--- src/rtl/bcd2bin_if.sv ---
// Request/result bundle for the sequential BCD-to-binary converter.
// The requester drives start/bcd_in; the converter returns busy/done/bin_out/err.
interface bcd2bin_if #(
    parameter int DIGITS = 3,
    parameter int BIN_W  = 10
);
    logic                  start;
    logic [4*DIGITS-1:0]   bcd_in;
    logic                  busy;
    logic                  done;
    logic [BIN_W-1:0]      bin_out;
    logic                  err;

    modport master (
        output start, bcd_in,
        input  busy, done, bin_out, err
    );

    modport slave (
        input  start, bcd_in,
        output busy, done, bin_out, err
    );
endinterface

--- src/rtl/bcd2bin_seq.sv ---
// Sequential BCD-to-binary converter: reverse double-dabble, one result bit per clock,
// with a registered one-cycle done pulse and immediate rejection of non-decimal digits.
module bcd2bin_seq #(
    parameter int DIGITS = 3,
    parameter int BIN_W  = 10
) (
    input  logic       clk,
    input  logic       rst_n,
    bcd2bin_if.slave   bus
);
    localparam int BCD_W = 4 * DIGITS;
    localparam int CNT_W = $clog2(BIN_W + 1);

    typedef enum logic {
        IDLE,
        SHIFT
    } state_e;

    state_e             state_q;
    logic [BCD_W-1:0]   bcd_q, bcd_d;
    logic [BIN_W-1:0]   bin_q, bin_d;
    logic [CNT_W-1:0]   cnt_q;
    logic [BIN_W-1:0]   bin_out_q;
    logic               busy_q, done_q, err_q;
    logic               bad_digit;
    logic               last_shift;
    logic [BCD_W+BIN_W-1:0] shifted;

    always_comb begin
        // NOTE: every variable assigned here gets a default first, so no path leaves it unassigned and no latch is inferred.
        bad_digit = 1'b0;
        for (int i = 0; i < DIGITS; i++) begin
            if (bus.bcd_in[4*i +: 4] > 4'd9) bad_digit = 1'b1;
        end
    end

    // One reverse double-dabble step: shift the pair right, then pull each digit back below 8.
    always_comb begin
        shifted = {bcd_q, bin_q} >> 1;
        bin_d   = shifted[BIN_W-1:0];
        bcd_d   = shifted[BCD_W+BIN_W-1:BIN_W];
        for (int i = 0; i < DIGITS; i++) begin
            if (bcd_d[4*i +: 4] >= 4'd8) bcd_d[4*i +: 4] = bcd_d[4*i +: 4] - 4'd3;
        end
    end

    assign last_shift = (cnt_q == CNT_W'(BIN_W - 1));

    // NOTE: sequential state uses non-blocking assignments so every register samples pre-edge values.
    always_ff @(posedge clk or negedge rst_n) begin
        if (!rst_n) begin
            state_q   <= IDLE;
            bcd_q     <= '0;
            bin_q     <= '0;
            cnt_q     <= '0;
            bin_out_q <= '0;
            busy_q    <= 1'b0;
            done_q    <= 1'b0;
            err_q     <= 1'b0;
        end else begin
            done_q <= 1'b0;
            case (state_q)
                IDLE: begin
                    if (bus.start) begin
                        if (bad_digit) begin
                            bin_out_q <= '0;
                            err_q     <= 1'b1;
                            done_q    <= 1'b1;
                        end else begin
                            bcd_q   <= bus.bcd_in;
                            bin_q   <= '0;
                            cnt_q   <= '0;
                            busy_q  <= 1'b1;
                            state_q <= SHIFT;
                        end
                    end
                end
                SHIFT: begin
                    bcd_q <= bcd_d;
                    bin_q <= bin_d;
                    cnt_q <= cnt_q + CNT_W'(1);
                    if (last_shift) begin
                        // Every decimal digit must have been fully drained into bin_reg.
                        assert (bcd_d == '0);
                        bin_out_q <= bin_d;
                        err_q     <= 1'b0;
                        done_q    <= 1'b1;
                        busy_q    <= 1'b0;
                        state_q   <= IDLE;
                    end
                end
                default: state_q <= IDLE;
            endcase
        end
    end

    assign bus.busy    = busy_q;
    assign bus.done    = done_q;
    assign bus.bin_out = bin_out_q;
    assign bus.err     = err_q;
endmodule
--- src/flat_wrapper.sv ---
// flat-port wrapper written by rule: the top's interface ports become plain ports
module bcd2bin_seq_flat 
#(
    parameter int DIGITS = 3,
    parameter int BIN_W  = 10
)
  (clk, rst_n, bus_start, bus_bcd_in, bus_busy, bus_done, bus_bin_out, bus_err);
  bcd2bin_if #(.DIGITS(DIGITS), .BIN_W(BIN_W)) bus_i ();
  input  logic clk;
  input  logic rst_n;
  input wire logic [$bits(bus_i.start)-1:0] bus_start;
  input wire logic [$bits(bus_i.bcd_in)-1:0] bus_bcd_in;
  output wire logic [$bits(bus_i.busy)-1:0] bus_busy;
  output wire logic [$bits(bus_i.done)-1:0] bus_done;
  output wire logic [$bits(bus_i.bin_out)-1:0] bus_bin_out;
  output wire logic [$bits(bus_i.err)-1:0] bus_err;
  assign bus_i.start = bus_start;
  assign bus_i.bcd_in = bus_bcd_in;
  assign bus_busy = bus_i.busy;
  assign bus_done = bus_i.done;
  assign bus_bin_out = bus_i.bin_out;
  assign bus_err = bus_i.err;
  bcd2bin_seq #(.DIGITS(DIGITS), .BIN_W(BIN_W)) u_core (.clk(clk), .rst_n(rst_n), .bus(bus_i));
endmodule
--- config.mk ---
export PLATFORM = sky130hd
export DESIGN_NAME = bcd2bin_seq_flat
export DESIGN_NICKNAME = d
export VERILOG_FILES = /design/src/rtl/bcd2bin_if.sv /design/src/rtl/bcd2bin_seq.sv /design/src/flat_wrapper.sv
export SDC_FILE = /design/constraint.sdc
export NUM_CORES = 1
export LEC_CHECK = 0
export ABC_AREA = 1
export ABC_CLOCK_PERIOD_IN_PS = 1650
export CAP_MARGIN = 0
export CORE_MARGIN = 5
export CORE_UTILIZATION = 63
export DETAILED_ROUTE_END_ITERATION = 12
export DONT_BUFFER_PORTS = 1
export PLACE_DENSITY_LB_ADDON = 0.08
export SYNTH_ARGS = -nofsm -noshare
export SYNTH_HDL_FRONTEND = slang
export SYNTH_SLANG_ARGS = --single-unit
--- constraint.sdc ---
create_clock -name clk -period 1.65 [get_ports clk]
set_clock_uncertainty 0.2 [all_clocks]
set_input_delay 0.33 -clock clk [delete_from_list [all_inputs] [get_ports clk]]
set_output_delay 0.33 -clock clk [all_outputs]
set_load 0.02 [all_outputs]
==> impl_metrics.toml <==
[sta]
min_period_ns = 1.51
tightest_slew_ns = 0.267
timing.final.max_slew_violations = 0
setup_tns_ns = 0
max_slew_margin_pct = 82.2
setup_viol = 0
rsz0062_at_grt = "false"
clock.fmax_ghz = 0.660
fin_crit_sh_pct = 91.8
finalHoldViolations = 0

[drt]
num_vias = 1630
antenna_left = 0
drcViolationCount = 0
drtIter0Drc = 85
vias_per_cell = 5.43
firstDrtPassIters = 4
routedWlPerCell_um = 14.3
wirelength_um = 4280

[power_and_ir_drop]
power_frac_clock_pct = 15.2
switchingPower_mw = 1.92
seqPwrFrac_pct = 44.2
finalPower_mw = 4.21
combPwrFrac_pct = 40.6
power_leakage_nw = 1.21
p_per_area_mw_per_mm2 = 1740
switching_share_pct = 45.6
ir_drop_mv = 0.824
internal_power_mw = 2.29

[grt]
antenna_found_initial = 0
grt_overflow = 0
grt_pass1_wl_um = 7510
grt_pass1_vias = 1584
track_usage_pct = 18.5
grt_max_degree = 40

[placed_design]
port_buffers = 0
hpwl_um = 3080
place_area_mm2 = 0.00229
dpl.cell_count = 290
place_congestion = 0.766

[synth]
synth.distinct_cells = 27
ys_seq_elements = 39
syn_area_mm2 = 0.00231
syn_nets = 269
yosys_warnings = 0
synth.yosys.seq_area_share_pct = 42.2
postSynthCellCount = 248
syn_avg_cell_area_um2 = 9.33

[cts]
post_cts_buffers = 0
cts_buffers = 5
clockBufferDepth = 2
clockRootBuffer = "clkbuf_8"
path_clk_slew_ns = 0.08
cts_tree = "yes"
cts_sinks = 39
cts_max_level = 2
clock_latency_ns = 0.29

[cells_and_area]
nFillCells = 295
drive_above_1_share_pct = 28.2
fin_area_mm2 = 0.00242
area_delta_synth_final_pct = 4.71
layout_commonest_cell = "nand2_1"
final_net_count = 272
layoutNonFillerInstCount = 300
n_antenna_cell = 0
final_cell_mix = "nand2_1 (80), dfrtp_1 (39), nand3_2 (38), nand3_1 (23), inv_1 (16)"

[worst_setup_path]
critPathKind = "reg -> reg"
worstPathArrival_ns = 1.55
cp_cell_sequence = "inv_1 -> ha_1 -> inv_1 -> nor3_4 -> buf_4 -> nand3_1 -> nand2_1"
crit_fanout = 11
cp_common_cell = "inv_1"
cp-end-kind = "register"
crit_slowest_cell = "dfrtp_1"
setup.worst_path.start_class = "register"
crit_required_ns = 1.68
reg2reg_depth = 7
cp-startpoint = "u_core.cnt_q[1]"
rr_startpoint = "u_core.cnt_q[1]"
slowest_delay_ns = 0.42

[worst_hold_path]
min-delay-start = "bus_bcd_in[11]"
min_delay_path_depth = 4
hp-class = "in -> reg"

[floorplanning]
dieArea_mm2 = 0.00498
ios = 28
core_region_area_mm2 = 0.00361
initial_core_util_pct = 64.2
die_w_um = 70.6
die_h_um = 70.6
num_rows = 22

[flow_run]
cap_violations = 0

[outcome]
status = "finished clean"
[routing by layer]
metal / wire, um / track usage [%] / vias up
met5: 0 / 0 / -
li1: - / - / 805
met3: 180 / 3.98 / 2
met4: 27 / 6.47 / 0
met1: 1900 / 24.8 / 794
met2: 2170 / 29.7 / 29
[layout make-up]
type / count / area, um^2 / share of cell area, %
Clock buffer: 5 / 68.8 / 2.84
Inverter: 17 / 63.8 / 2.63
Tap cell: 48 / 60.1 / 2.48
Sequential cell: 39 / 976 / 40.3
Multi-Input combinational cell: 177 / 1140 / 46.9
Clock inverter: 3 / 20.0 / 0.826
Timing Repair Buffer: 11 / 97.6 / 4.03
[power by group through the flow]
stage	Clock (mW)	Combinational (mW)	Sequential [mW]
floorplan	0	1.54	1.76
global placement	0	1.61	1.85
detailed placement	0	1.67	1.88
CTS	0.657	1.71	1.86
global route	0.698	1.96	1.91
finish	0.639	1.71	1.86
[state kept, by name (all words and copies together), names as in the netlist]
signal and flops:
u_core.bcd_q 12, u_core.bin_q 9, u_core.bus.bin_out 10, u_core.bus.busy 1
u_core.bus.done 1, u_core.bus.err 1, u_core.cnt_q 4, u_core.state_q 1
[critical path, delay by kind of cell (launching register included)]
kind | cells | cell delay, ns
fa+ha+maj | 1 | 0.13
buf+inv | 3 | 0.34
flops | 1 | 0.42
simple gates | 3 | 0.36
[kinds of logic (layout without fill, tap and decap cells)]
family	Yosys count	after routing	share of synthesized area, %
AND/OR/NAND/NOR	157	157	39.9
flip-flops	39	39	42.2
buffers and inverters	32	36	9.19
AO/OA/AOI/OAI	12	12	4.71
adder cells (fa/ha/maj)	6	6	3.24
XOR/XNOR	2	2	0.757
[final timing paths]
| path | to | slack, ns |
|---|---|---|
| min in group asynchronous | u_core.bcd_q[4] | 0.28 |
| min | u_core.bcd_q[11] | 0.05 |
| max reg2reg | u_core.bus.bin_out[6] | 0.14 |
| min reg2reg | u_core.bcd_q[11] | 0.32 |
| max in group asynchronous | u_core.bcd_q[2] | 0.78 |
| max | u_core.bus.bin_out[6] | 0.14 |
[through the flow]
stage	hold slack, ns	util (%)	setup WS (ns)
CTS	0.0455	66.9	0.0570
global route	0.0656	67.2	0.00647
floorplan	-0.166	-	0.206
global placement	-0.165	63.6	0.123
detailed placement	-0.165	63.6	0.0794
finish	0.0544	67.2	0.136
[Yosys cell counts]
library cell / instances / area (um^2)
a21oi_1: 2 / 10.0
buf_2: 4 / 20.0
nand2_2: 1 / 6.26
o21ai_0: 3 / 15.0
nand4_1: 2 / 12.5
o21ai_4: 3 / 48.8
nor2_1: 5 / 18.8
buf_12: 1 / 20.0
nand2_1: 80 / 300
inv_2: 1 / 3.75
nand3_1: 23 / 115
buf_4: 4 / 30.0
o21ai_2: 4 / 35.0
nor2_2: 1 / 6.26
buf_6: 4 / 45.0
nand2_4: 2 / 22.5
or2_0: 2 / 12.5
dfrtp_1: 39 / 976
ha_1: 6 / 75.1
nand3_2: 38 / 380
xor2_1: 2 / 17.5
nand3_4: 1 / 17.5
nor3_2: 1 / 10.0
bufbuf_8: 1 / 18.8
nand4_4: 1 / 21.3
buf_8: 1 / 15.0
inv_1: 16 / 60.1
[repair_timing]
action	4_1_cts	5_1_grt
setup endpoints to repair	0	12
hold endpoints to repair	39	0
gates resized for setup	0	2
hold buffers	2	0
Note: power is estimated with default switching activity, not from simulation.
